===== src/rtl/uart_program_loader_pkg.sv =====
// rtl/uart_program_loader_pkg.sv - shared types and helpers for the UART program loader
// Purpose: state encodings for the receive and word-packing FSMs, byte width and a
//          counter-width helper. Optional parity state depends on UART_LOADER_PARITY_EN.
// Ports: none (package).
package loader_pkg;

    localparam int BYTE_WIDTH = 8;

    typedef enum logic [2:0] {
        RX_IDLE,
        RX_START,
        RX_DATA,
`ifdef UART_LOADER_PARITY_EN
        RX_PARITY,
`endif
        RX_STOP
    } rx_state_t;

    typedef enum logic {
        W_HI,
        W_LO
    } word_state_t;

    // Width needed for a counter that runs 0 .. max_count-1.
    function automatic int counter_width(input int max_count);
        return (max_count > 1) ? $clog2(max_count) : 1;
    endfunction

endpackage


===== src/rtl/uart_program_loader_if.sv =====
// rtl/uart_program_loader_if.sv - program RAM write port bundle
// Purpose: groups the write strobe, instruction word and address that drive the text RAM.
// Ports: program_write (strobe), program_cmd (word), write_address (target address).
//        master = loader side, slave = RAM side.
interface uart_program_loader_if #(
    parameter int ADDR_WIDTH = 8,
    parameter int DATA_WIDTH = 12
);
    logic                  program_write;
    logic [DATA_WIDTH-1:0] program_cmd;
    logic [ADDR_WIDTH-1:0] write_address;

    modport master (output program_write, output program_cmd, output write_address);
    modport slave  (input  program_write, input  program_cmd, input  write_address);
endinterface


===== src/rtl/uart_program_loader_uart_rx.sv =====
// rtl/uart_program_loader_uart_rx.sv - UART byte receiver (synchronizer, bit timer, rx FSM)
// Purpose: receives 8N1 frames (8E1 when UART_LOADER_PARITY_EN is defined), LSB first.
// Ports: clk, reset (sync active-high), rx (async line, idle high),
//        byte_data/byte_valid (received byte + 1-cycle pulse), frame_error (bad stop pulse),
//        busy (frame in progress), parity_error (bad parity pulse, macro builds only).
module uart_rx
    import loader_pkg::*;
#(
    parameter int CLKS_PER_BIT = 434
) (
    input  logic                  clk,
    input  logic                  reset,
    input  logic                  rx,
    output logic [BYTE_WIDTH-1:0] byte_data,
    output logic                  byte_valid,
    output logic                  frame_error,
    output logic                  busy
`ifdef UART_LOADER_PARITY_EN
    ,
    output logic                  parity_error
`endif
);
    localparam int CW = counter_width(CLKS_PER_BIT);
    localparam logic [CW-1:0] FULL_LAST = CW'(CLKS_PER_BIT - 1);
    localparam logic [CW-1:0] HALF_LAST = CW'(CLKS_PER_BIT / 2 - 1);

    logic                  rx_meta;
    logic                  rx_sync;
    logic                  rx_prev;
    rx_state_t             state;
    logic [CW-1:0]         clk_cnt;
    logic [2:0]            bit_idx;
    logic [BYTE_WIDTH-1:0] shift;
`ifdef UART_LOADER_PARITY_EN
    logic                  parity_bad;
`endif

    assign busy = (state != RX_IDLE);

    always_ff @(posedge clk) begin
        if (reset) begin
            rx_meta     <= 1'b1;
            rx_sync     <= 1'b1;
            rx_prev     <= 1'b1;
            state       <= RX_IDLE;
            clk_cnt     <= '0;
            bit_idx     <= '0;
            shift       <= '0;
            byte_data   <= '0;
            byte_valid  <= 1'b0;
            frame_error <= 1'b0;
`ifdef UART_LOADER_PARITY_EN
            parity_bad   <= 1'b0;
            parity_error <= 1'b0;
`endif
        end else begin
            rx_meta     <= rx;
            rx_sync     <= rx_meta;
            rx_prev     <= rx_sync;
            byte_valid  <= 1'b0;
            frame_error <= 1'b0;
`ifdef UART_LOADER_PARITY_EN
            parity_error <= 1'b0;
`endif
            case (state)
                RX_IDLE: begin
                    clk_cnt <= '0;
                    // Edge (not level) start detection: after a bad stop bit the
                    // line may still be low and must not trigger a phantom frame.
                    if (!rx_sync && rx_prev) state <= RX_START;
                end
                RX_START: begin
                    if (clk_cnt == HALF_LAST) begin
                        clk_cnt <= '0;
                        bit_idx <= '0;
                        state   <= rx_sync ? RX_IDLE : RX_DATA;
                    end else begin
                        clk_cnt <= clk_cnt + 1'b1;
                    end
                end
                RX_DATA: begin
                    if (clk_cnt == FULL_LAST) begin
                        clk_cnt <= '0;
                        shift   <= {rx_sync, shift[BYTE_WIDTH-1:1]};
                        bit_idx <= bit_idx + 1'b1;
`ifdef UART_LOADER_PARITY_EN
                        if (bit_idx == 3'd7) state <= RX_PARITY;
`else
                        if (bit_idx == 3'd7) state <= RX_STOP;
`endif
                    end else begin
                        clk_cnt <= clk_cnt + 1'b1;
                    end
                end
`ifdef UART_LOADER_PARITY_EN
                RX_PARITY: begin
                    if (clk_cnt == FULL_LAST) begin
                        clk_cnt    <= '0;
                        parity_bad <= (^shift) ^ rx_sync;
                        state      <= RX_STOP;
                    end else begin
                        clk_cnt <= clk_cnt + 1'b1;
                    end
                end
`endif
                RX_STOP: begin
                    if (clk_cnt == FULL_LAST) begin
                        clk_cnt <= '0;
                        state   <= RX_IDLE;
                        if (!rx_sync) begin
                            frame_error <= 1'b1;
`ifdef UART_LOADER_PARITY_EN
                        end else if (parity_bad) begin
                            parity_error <= 1'b1;
`endif
                        end else begin
                            byte_data  <= shift;
                            byte_valid <= 1'b1;
                        end
                    end else begin
                        clk_cnt <= clk_cnt + 1'b1;
                    end
                end
                default: state <= RX_IDLE;
            endcase
        end
    end

endmodule


===== src/rtl/uart_program_loader.sv =====
// rtl/uart_program_loader.sv - UART front end that writes instruction words into program RAM
// Purpose: packs received byte pairs (high byte first) into DATA_WIDTH-bit words, issues one
//          write strobe per word with an auto-incrementing address, and ends an upload after
//          TIMEOUT_BITS idle bit periods. UART_LOADER_PARITY_EN selects 8E1 framing.
// Ports: clk, reset (sync active-high), rx (UART line),
//        prog (master: program_write, program_cmd, write_address),
//        loading (upload in progress), done (end-of-upload pulse),
//        frame_error (bad stop pulse), parity_error (bad parity pulse, macro builds only).
module uart_program_loader
    import loader_pkg::*;
#(
    parameter int CLKS_PER_BIT = 434,
    parameter int ADDR_WIDTH   = 8,
    parameter int DATA_WIDTH   = 12,
    parameter int TIMEOUT_BITS = 32
) (
    input  logic                   clk,
    input  logic                   reset,
    input  logic                   rx,
    uart_program_loader_if.master  prog,
    output logic                   loading,
    output logic                   done,
    output logic                   frame_error
`ifdef UART_LOADER_PARITY_EN
    ,
    output logic                   parity_error
`endif
);
    localparam int HI_WIDTH = DATA_WIDTH - BYTE_WIDTH;
    localparam int BIT_CW   = counter_width(CLKS_PER_BIT);
    localparam int IDLE_CW  = counter_width(TIMEOUT_BITS);
    localparam logic [BIT_CW-1:0]  BIT_LAST  = BIT_CW'(CLKS_PER_BIT - 1);
    localparam logic [IDLE_CW-1:0] IDLE_LAST = IDLE_CW'(TIMEOUT_BITS - 1);

    logic [BYTE_WIDTH-1:0] byte_data;
    logic                  byte_valid;
    logic                  rx_busy;
    logic                  rx_bad;
    word_state_t           wstate;
    logic [HI_WIDTH-1:0]   hi_bits;
    logic [BIT_CW-1:0]     bit_cnt;
    logic [IDLE_CW-1:0]    idle_cnt;

    uart_rx #(.CLKS_PER_BIT(CLKS_PER_BIT)) u_rx (
        .clk          (clk),
        .reset        (reset),
        .rx           (rx),
        .byte_data    (byte_data),
        .byte_valid   (byte_valid),
        .frame_error  (frame_error),
        .busy         (rx_busy)
`ifdef UART_LOADER_PARITY_EN
        ,
        .parity_error (parity_error)
`endif
    );

`ifdef UART_LOADER_PARITY_EN
    assign rx_bad = frame_error | parity_error;
`else
    assign rx_bad = frame_error;
`endif

    always_ff @(posedge clk) begin
        if (reset) begin
            prog.program_write <= 1'b0;
            prog.program_cmd   <= '0;
            prog.write_address <= '0;
            loading            <= 1'b0;
            done               <= 1'b0;
            wstate             <= W_HI;
            hi_bits            <= '0;
            bit_cnt            <= '0;
            idle_cnt           <= '0;
        end else begin
            prog.program_write <= 1'b0;
            done               <= 1'b0;

            // Address advances the cycle after the strobe so it is stable during it.
            if (prog.program_write) prog.write_address <= prog.write_address + 1'b1;

            if (byte_valid) begin
                loading <= 1'b1;
                if (wstate == W_HI) begin
                    hi_bits <= byte_data[HI_WIDTH-1:0];
                    wstate  <= W_LO;
                end else begin
                    prog.program_cmd   <= {hi_bits, byte_data};
                    prog.program_write <= 1'b1;
                    wstate             <= W_HI;
                end
            end else if (rx_bad) begin
                // Drop any held high byte so the next good byte starts a fresh word.
                wstate <= W_HI;
            end

            // Idle timer only runs between frames of an active upload; any frame
            // activity (start edge onward) clears it, so it never fires with byte_valid.
            if (rx_busy || !loading) begin
                bit_cnt  <= '0;
                idle_cnt <= '0;
            end else if (bit_cnt == BIT_LAST) begin
                bit_cnt <= '0;
                if (idle_cnt == IDLE_LAST) begin
                    idle_cnt           <= '0;
                    loading            <= 1'b0;
                    done               <= 1'b1;
                    wstate             <= W_HI;
                    prog.write_address <= '0;
                end else begin
                    idle_cnt <= idle_cnt + 1'b1;
                end
            end else begin
                bit_cnt <= bit_cnt + 1'b1;
            end
        end
    end

endmodule


===== src/flat_wrapper.sv =====
// flat-port wrapper written by rule: the top's interface ports become plain ports
module uart_program_loader_flat import loader_pkg::*;
#(
    parameter int CLKS_PER_BIT = 434,
    parameter int ADDR_WIDTH   = 8,
    parameter int DATA_WIDTH   = 12,
    parameter int TIMEOUT_BITS = 32
)
  (clk, reset, rx, loading, done, frame_error, prog_program_write, prog_program_cmd, prog_write_address);
  uart_program_loader_if #(.ADDR_WIDTH(ADDR_WIDTH), .DATA_WIDTH(DATA_WIDTH)) prog_i ();
  input  logic clk;
  input  logic reset;
  input  logic rx;
  output logic loading;
  output logic done;
  output logic frame_error;
  output wire logic [$bits(prog_i.program_write)-1:0] prog_program_write;
  output wire logic [$bits(prog_i.program_cmd)-1:0] prog_program_cmd;
  output wire logic [$bits(prog_i.write_address)-1:0] prog_write_address;
  assign prog_program_write = prog_i.program_write;
  assign prog_program_cmd = prog_i.program_cmd;
  assign prog_write_address = prog_i.write_address;
  uart_program_loader #(.CLKS_PER_BIT(CLKS_PER_BIT), .ADDR_WIDTH(ADDR_WIDTH), .DATA_WIDTH(DATA_WIDTH), .TIMEOUT_BITS(TIMEOUT_BITS)) u_core (.clk(clk), .reset(reset), .rx(rx), .prog(prog_i), .loading(loading), .done(done), .frame_error(frame_error));
endmodule

===== config.mk =====
export PLATFORM = sky130hd
export DESIGN_NAME = uart_program_loader_flat
export DESIGN_NICKNAME = d
export VERILOG_FILES = /design/src/rtl/uart_program_loader_pkg.sv /design/src/rtl/uart_program_loader_if.sv /design/src/rtl/uart_program_loader_uart_rx.sv /design/src/rtl/uart_program_loader.sv /design/src/flat_wrapper.sv
export SDC_FILE = /design/constraint.sdc
export NUM_CORES = 1
export LEC_CHECK = 0
export CAP_MARGIN = 20
export CORE_MARGIN = 4
export CORE_UTILIZATION = 60
export CTS_CLUSTER_DIAMETER = 40
export DETAILED_ROUTE_END_ITERATION = 6
export GPL_ROUTABILITY_DRIVEN = 0
export PLACE_DENSITY = 0.82
export SYNTH_ARGS = -nofsm -noshare
export SYNTH_HDL_FRONTEND = slang
export SYNTH_SLANG_ARGS = --single-unit

===== constraint.sdc =====
create_clock -name clk -period 4.8 [get_ports clk]
set_input_delay 1.2 -clock clk [delete_from_list [all_inputs] [get_ports clk]]
set_output_delay 1.2 -clock clk [all_outputs]
set_load 0.01 [all_outputs]

==> flow_summary.ini, run 1 <==
[worst_setup_path]
crit_path_top_delay_cell = clkdlybuf4s50_1
crit_arrival_ns = 2.98
cp_slowest_stage_delay_ns = 0.45
crit_type = input pin to flip-flop
endpoint_kind = flip-flop
ff2ff_setup_slack_ns = 2.57
crit_buf_inv = 3
cp_max_fo = 44
crit_required_ns = 5.02
worstSetupStartpointType = input pin
critPathTopFamily = buffers and inverters
path_cells = clkdlybuf4s50_1 > buf_4 > inv_1 > nand3_1 > nand2b_1 > nor2_1

[global_route]
grt_pass1_vias = 2068
grt_usage_pct = 19.1
gr-total-overflow = 0
grt_first_pass_wirelength_um = 9360
grt_max_degree = 45
antenna_found_initial = 0

[logic_synthesis]
synth_compound_area_share_pct = 5.49
syn_inst = 332
synth_top_family_by_area = simple AND/OR/NAND/NOR gates
yosysSeqAreaShare_pct = 49.4
synthAdderAreaFrac_pct = 4.01
synth-seq-cells = 77
yosysUniqueCellTypes = 45
syn_avg_cell_area_um2 = 9.40
synth_mux_area_share_pct = 7.37
syn_area_um2 = 3120
synth_xor_area_share_pct = 5.89
synth_fp_nets = 345
ys_warn_count = 0
synth_simple_gate_area_share_pct = 23.4

[detailed_routing]
viasPerCell = 5.28
vias = 2254
dr.pass1.iters = 4
detail-route-antenna-nets = 0
wl_per_cell_um = 12.8
drt_iter0_markers = 126
drc = 0
wirelength_um = 5480

[pwr]
p_sw_share_pct = 21.5
ir_drop_mv = 0.282
internal_power_uw = 900
p_leak_uw = 0.00134
powerDensity_nw_per_um2 = 322
comb_power_share_pct = 1.3
power_switching_uw = 246
seq_power_share_pct = 56.0
power_frac_clock_pct = 42.7
design_power_total_uw = 1150

[timing]
finClkSkew_ns = 0.00936
finalSetupTns_ns = 0
setup_violations = 0
slew_violations = 0
tightestPinTransition_ns = 0.770
slew_headroom_pct = 48.4
timing.final.crit_period_ns = 2.75
final.period_utilization_pct = 57.4
max_freq_ghz = 0.363
grt_setup_unrepaired = false
hold_viol = 0

[placement]
placed_cell_area_um2 = 3370
hpwl_um = 3640
portBuffers = 26

[clocking]
postCtsSetupRepairBufs = 0
cts.sinks = 77
clk_latency_ns = 0.35
cts_tree = yes
clock-root-buffer = clkbuf_8
cts_resized = 0
path_clk_slew_ns = 0.07
cts_buffer_depth = 2
hold_buffers = 0
cts_buffers = 9
cts_max_level = 3

[finish]
diodes = 0
fin_util_pct = 73.1
final_area_um2 = 3570
finalNetCount = 368
drive_above_1_share_pct = 8.06
area_delta_synth_final_pct = 14.2

[floorplanning]
start_util_pct = 64.0
core_um2 = 4880
die_area_um2 = 6420
fp-row-count = 25
die_w_um = 80.1
io_pins = 27
die-height_um = 80.1

[status]
status = finished, final reports clean

[run]
max_cap_violations = 0

[hold_path]
worstHoldPathType = flip-flop to flip-flop
-- cells in the final DEF, fill, tap and decap left out, drive strengths merged, types with 3 or more instances in the layout --
cell	instances
dfxtp	77
nor2	58
nand2	41
clkdlybuf4s50	26
mux2i	23
a21oi	17
xor2	13
clkbuf	11
nand3	10
ha	10
inv	9
xnor2	8
nand4	7
nor3	4
o21ai	4
or2	3
or3	3
and3	3
or3b	3
and4	3
-- area by class of cell --
cell class / instances / area, µm²
Clock buffer: 11 / 141
Clock inverter: 5 / 58.8
Fill cell: 373 / 1310
Inverter: 8 / 30.0
Multi-Input combinational cell: 232 / 1440
Sequential cell: 77 / 1540
Tap cell: 67 / 83.8
Timing Repair Buffer: 27 / 268
-- Yosys cell counts, drive strengths merged --
cell | count | share of area [%]
a21oi | 17 | 2.7
a221oi | 1 | 0.28
a2bb2oi | 1 | 0.28
a311oi | 1 | 0.28
a31oi | 2 | 0.60
and2 | 1 | 0.20
and2b | 1 | 0.28
and3 | 3 | 0.64
and3b | 1 | 0.28
and4 | 3 | 0.88
and4b | 1 | 0.36
and4bb | 2 | 0.80
buf | 4 | 0.84
clkbuf | 11 | 2.6
dfxtp | 77 | 49
ha | 10 | 4.0
inv | 8 | 0.96
mux2i | 23 | 7.4
nand2 | 41 | 4.9
nand2b | 2 | 0.40
nand3 | 10 | 1.6
nand4 | 7 | 1.6
nand4b | 2 | 0.56
nor2 | 58 | 7.0
nor2b | 2 | 0.40
nor3 | 4 | 0.64
nor4b | 1 | 0.28
o21ai | 4 | 0.76
o32ai | 2 | 0.56
or2 | 3 | 0.60
or3 | 3 | 0.60
or3b | 3 | 0.84
or4 | 1 | 0.24
or4b | 1 | 0.32
xnor2 | 8 | 2.2
xor2 | 13 | 3.6
-- flip-flops by register name, indices dropped and copies added, names as in the netlist, 3 cells and up --
name	cells
u_core.u_rx.shift	8
u_core.prog.program_cmd	12
u_core.u_rx.bit_idx	3
u_core.prog.write_address	8
u_core.u_rx.clk_cnt	9
u_core.hi_bits	4
u_core.idle_cnt	5
u_core.u_rx.byte_data	8
u_core.bit_cnt	9
-- final timing paths --
| check | end | from | depth (start not counted) |
|---|---|---|---|
| worst max register to register | u_core.u_rx.bit_idx[0] | u_core.u_rx.clk_cnt[0] | 5 |
| worst min register to register | u_core.u_rx.rx_sync | u_core.u_rx.rx_meta | 1 |
| worst max-delay path | u_core.bit_cnt[3] | reset | 6 |
| worst min-delay path | u_core.u_rx.rx_sync | u_core.u_rx.rx_meta | 1 |
-- kinds of logic after synthesis --
family,after synthesis
buffers and inverters,23
DFF,77
muxes,23
xor gates and xnor gates,21
and+or+nand+nor,150
adders and majority gates,10
AOI/OAI and AO/OA,28
-- metal layers --
metal / GRT usage [%] / up-vias / routed length [µm]
met2: 30.2 / 28 / 2630
met5: 0 / - / 0
met4: 10.3 / 0 / 113
li1: - / 1162 / -
met3: 5.72 / 10 / 180
met1: 23.3 / 1054 / 2550
-- power by group through the flow --
stage,logic (µW),clock network (µW),registers [µW]
after global routing,17.0,529,643
final,15.4,489,642
after global placement,14.8,0,657
after detailed placement,15.1,0,657
after floorplan,14.5,0,656
after CTS,15.3,503,642
-- stage by stage --
stage / setup WS, ns / hold WS [ns] / instances
6_report: 2.05 / 0.411 / 427
2_1_floorplan: 2.62 / 0.389 / 332
4_1_cts: 2.08 / 0.411 / 427
5_1_grt: 1.94 / 0.433 / 427
3_3_place_gp: 1.77 / 0.392 / 411
3_5_place_dp: 1.73 / 0.394 / 411
Note: power is estimated with default switching activity, not from simulation.
==> run 2, diff against run 1 <==
--- a/config.mk
+++ b/config.mk
@@ -7,11 +7,11 @@
 export LEC_CHECK = 0
 export CAP_MARGIN = 20
 export CORE_MARGIN = 4
-export CORE_UTILIZATION = 60
+export CORE_UTILIZATION = 57
 export CTS_CLUSTER_DIAMETER = 40
 export DETAILED_ROUTE_END_ITERATION = 6
 export GPL_ROUTABILITY_DRIVEN = 0
-export PLACE_DENSITY = 0.82
+export PLACE_DENSITY = 0.79
 export SYNTH_ARGS = -nofsm -noshare
 export SYNTH_HDL_FRONTEND = slang
 export SYNTH_SLANG_ARGS = --single-unit
==> constraint.sdc (replaced) <==
create_clock -name clk -period 2.64 [get_ports clk]
set_input_delay 0.66 -clock clk [delete_from_list [all_inputs] [get_ports clk]]
set_output_delay 0.66 -clock clk [all_outputs]
set_load 0.01 [all_outputs]
==> flow_summary.ini, run 2 (synthesis results as in run 1) <==
[worst_setup_path]
crit_type = flip-flop to output pin
crit_path_top_delay_cell = clkdlybuf4s50_1
path_cells = clkdlybuf4s50_1
cp_slowest_stage_delay_ns = 0.58
cp_max_fo = 6
crit_buf_inv = 1
crit_required_ns = 1.98
critPathTopFamily = buffers and inverters
endpoint_kind = output pin
crit_arrival_ns = 1.37
worstSetupStartpointType = flip-flop

[clocking]
cts_buffers = 9
clk_latency_ns = 0.35
hold_buffers = 0
cts_buffer_depth = 2
cts_tree = yes
cts_max_level = 3
clock-root-buffer = clkbuf_8
path_clk_slew_ns = 0.08
cts_resized = 0
postCtsSetupRepairBufs = 0
cts.sinks = 77

[timing]
hold_viol = 0
slew_violations = 0
max_freq_ghz = 0.492
tightestPinTransition_ns = 0.540
slew_headroom_pct = 63.5
finClkSkew_ns = 0.0112
timing.final.crit_period_ns = 2.03
setup_violations = 0
finalSetupTns_ns = 0
grt_setup_unrepaired = false
final.period_utilization_pct = 76.9
fin_hold_ws_ns = 0.416

[pwr]
powerDensity_nw_per_um2 = 561
ir_drop_mv = 0.457
p_leak_uw = 0.00134

[floorplanning]
core_um2 = 5200
die_area_um2 = 6720
io_pins = 27
start_util_pct = 60.0
die-height_um = 82.0
fp-row-count = 26
die_w_um = 82.0

[run]
max_cap_violations = 0

[finish]
regMostFlops = u_core.prog.program_cmd
multi_input_area_um2 = 1440
final_area_um2 = 3570
finalNetCount = 370
n_fill_cell = 426
largest_register_ffs = 12
regArea_um2 = 1540
area_delta_synth_final_pct = 14.3
drive_above_1_share_pct = 8.84
layout.cells.non_filler = 432
reg_top3 = u_core.prog.program_cmd (12), u_core.bit_cnt (9), u_core.u_rx.clk_cnt (9)
diodes = 0
layout.cells.most_common_list = dfxtp_1, nor2_1, nand2_1
final_common_cell = dfxtp_1

[hold_path]
worstHoldPathType = flip-flop to flip-flop

[global_route]
grt_first_pass_wirelength_um = 9480
gr-total-overflow = 0
grt_pass1_vias = 2213
antenna_found_initial = 0
grt_usage_pct = 18.2
grt_max_degree = 36

[placement]
place_inst = 416
placed_cell_area_um2 = 3380
portBuffers = 26
hpwl_um = 3810

[detailed_routing]
drt_iter0_markers = 98
detail-route-antenna-nets = 0
viasPerCell = 5.24
wirelength_um = 5290
vias = 2265
dr.pass1.iters = 4
drc = 0
wl_per_cell_um = 12.3

[status]
status = finished, final reports clean
==> run 2: cell types whose count changed in the layout (fill, tap and decap cells not counted), sizes merged <==
cell	change
clkinvlp	-1
buf	+2
clkbuf	-2
clkinv	+3
inv	+1
bufinv	-1
==> run 2: report_power, final <==
group          internal [µW]  switching (µW)  leakage, µW
logic                   10.4            18.8     0.000632
registers               1160            4.38     0.000621
clock network            353             451    0.0000917
total                   1530             474      0.00134
==> run 2: routing by layer <==
metal / vias up / part of all wire [%] / global-route usage, %
met5: - / 0 / 0
met1: 1064 / 46 / 21.9
met3: 8 / 2.9 / 3.73
met4: 0 / 1.6 / 10.5
met2: 26 / 50 / 30.1
li1: 1167 / - / -
==> run 2: path summary, 6_finish.rpt <==
path	start	endpoint	slack, ns	cells after the start
worst min-delay path	u_core.u_rx.rx_meta	u_core.u_rx.rx_sync	0.42	1
worst max register to register	u_core.u_rx.clk_cnt[0]	u_core.u_rx.byte_data[4]	0.76	5
worst min register to register	u_core.u_rx.rx_meta	u_core.u_rx.rx_sync	0.42	1
worst max-delay path	u_core.prog.program_write	prog_program_write	0.61	1
==> run 2: area by class of cell <==
| class | instances | area share [%] |
|---|---|---|
| Clock buffer | 9 | 3.47 |
| Clock inverter | 7 | 1.65 |
| Inverter | 8 | 0.842 |
| Multi-Input combinational cell | 232 | 40.4 |
| Sequential cell | 77 | 43.2 |
| Tap cell | 70 | 2.46 |
| Timing Repair Buffer | 29 | 7.93 |
==> run 2: through the flow <==
stage               power [µW]  utilization [%]  setup WS, ns
finish                    2000             68.5         0.609
global route              2080             68.5         0.552
CTS                       2020             68.5         0.582
detailed placement        1220             65.0         0.424
global placement          1220             65.0         0.453
floorplan                 1220                -          1.00
==> run 3, diff against run 2 <==
==> constraint.sdc (replaced) <==
create_clock -name clk -period 1.89 [get_ports clk]
set_input_delay 0.4725 -clock clk [delete_from_list [all_inputs] [get_ports clk]]
set_output_delay 0.4725 -clock clk [all_outputs]
set_load 0.01 [all_outputs]
==> flow_summary.ini, run 3 (synthesis results as in run 1) <==
[detailed_routing]
dr.pass1.iters = 5
viasPerCell = 5.23
drt_iter0_markers = 74
vias = 2297
drc = 0
detail-route-antenna-nets = 0
wl_per_cell_um = 12.6
wirelength_um = 5510

[floorplanning]
io_pins = 27
die-height_um = 82.0
core_um2 = 5200
die_w_um = 82.0
fp-row-count = 26
die_area_um2 = 6720
start_util_pct = 60.0

[clocking]
cts_buffers = 9
postCtsSetupRepairBufs = 0
cts_tree = yes
cts_max_level = 3
path_clk_slew_ns = 0.08
clock-root-buffer = clkbuf_8
clk_latency_ns = 0.35
cts.sinks = 77
cts_buffer_depth = 2

[timing]
finClkSkew_ns = 0.0107
finalSetupTns_ns = 0
slew_violations = 0
final.period_utilization_pct = 95.3
slew_headroom_pct = 69.9
max_freq_ghz = 0.555
grt_setup_unrepaired = false
timing.final.crit_period_ns = 1.80
fin_hold_ws_ns = 0.437
hold_viol = 0
setup_violations = 0
tightestPinTransition_ns = 0.451

[finish]
largest_register_ffs = 12
regMostFlops = u_core.prog.program_cmd
n_fill_cell = 425
final_common_cell = dfxtp_1
drive_above_1_share_pct = 10.6
diodes = 0
layout.cells.most_common_list = dfxtp_1, nor2_1, nand2_1
reg_top3 = u_core.prog.program_cmd (12), u_core.bit_cnt (9), u_core.u_rx.clk_cnt (9)
layout.cells.non_filler = 439
area_delta_synth_final_pct = 16.4
finalNetCount = 377

[hold_path]
min-delay-start = u_core.u_rx.rx_meta
worstHoldPathCells = 1
worstHoldPathType = flip-flop to flip-flop
whs_endpoint = u_core.u_rx.rx_sync

[placement]
portBuffers = 26
place_inst = 423
hpwl_um = 3750

[worst_setup_path]
critPathTopFamily = buffers and inverters
cp_slowest_stage_delay_ns = 0.57
crit_path_top_delay_cell = clkdlybuf4s50_1
crit_type = flip-flop to output pin
endpoint_kind = output pin
cp_max_fo = 4
crit_arrival_ns = 1.33
crit_required_ns = 1.42
ff2ff_setup_slack_ns = 0.12
crit_buf_inv = 1
r2r_start = u_core.idle_cnt[0]
r2r-end = u_core.idle_cnt[2]
rr_worst_depth = 5
path_cells = clkdlybuf4s50_1
worstSetupStartpointType = flip-flop

[global_route]
gr-total-overflow = 0
grt_first_pass_wirelength_um = 9660
grt_max_degree = 36
antenna_found_initial = 0
grt_usage_pct = 18.7
grt_pass1_vias = 2238

[pwr]
ir_drop_mv = 0.564
p_leak_uw = 0.00138
powerDensity_nw_per_um2 = 772

[run]
max_cap_violations = 0

[status]
status = finished, final reports clean
run 3: cell types whose count changed in the layout (fill, tap and decap cells not counted):
cell      before  now
a31oi_2        1    0
a31oi_4        0    1
buf_4          3   10
clkinv_2       1    2
clkinv_4       3    0
inv_6          1    3
o21ai_2        1    0
o21ai_4        0    1
run 3: repair_timing:
item / CTS / global route
hold buffers: 0 / 0
endpoints found under the setup margin: 0 / 17
gates resized for setup: 0 / 2
run 3: layout make-up:
type,instances,area [µm²],share of cell area [%]
sequential,77,1540,42.4
multi-input combinational,232,1460,40.2
timing repair buffer,36,335,9.23
clock buffer,9,124,3.41
tap,70,87.6,2.41
clock inverter,7,55.1,1.52
inverter,8,30.0,0.827
run 3: worst register-to-register path: cells and delay by family (launching register included):
kind	cells	cell delay, ns
fa+ha+maj	2	0.49
simple gates	2	0.72
flops	1	0.35
compound gates	1	0.15
run 3: power breakdown:
part	leakage, µW	internal (µW)	switching, µW	total (µW)
clock	0.0000923	495	635	1130
combinational	0.000668	17.7	27.6	45.3
sequential	0.000621	1620	6.06	1630
run 3: worst max-delay path by stage:
stage / endpoint / startpoint / slack [ns] / depth (start not counted)
floorplan: u_core.idle_cnt[3] / u_core.idle_cnt[0] / 0.27 / 5
global placement: u_core.u_rx.clk_cnt[6] / reset / 0.03 / 5
detailed placement: u_core.u_rx.clk_cnt[4] / reset / -0.02 / 5
CTS: prog_write_address[3] / u_core.prog.write_address[3] / 0.07 / 1
global route: u_core.idle_cnt[0] / u_core.bit_cnt[5] / 0.02 / 5
finish: prog_write_address[3] / u_core.prog.write_address[3] / 0.09 / 1
run 3: through the flow:
step	util [%]	instance area [µm²]	setup slack [ns]	power, µW
final	69.8	3630	0.0882	2810
after detailed placement	66.0	3440	-0.0212	1710
after floorplan	-	3120	0.267	1700
after global routing	69.8	3630	0.0174	2910
after CTS	69.5	3620	0.0653	2840
after global placement	66.0	3440	0.0332	1710
run 3: metal layers:
metal / GRT usage, % / wire length (µm) / up-vias
met1: 22.6 / 2470 / 1072
met2: 31.2 / 2750 / 37
met4: 6.81 / 69 / 0
met3: 5.92 / 219 / 7
met5: 0 / 0 / -
li1: - / - / 1181
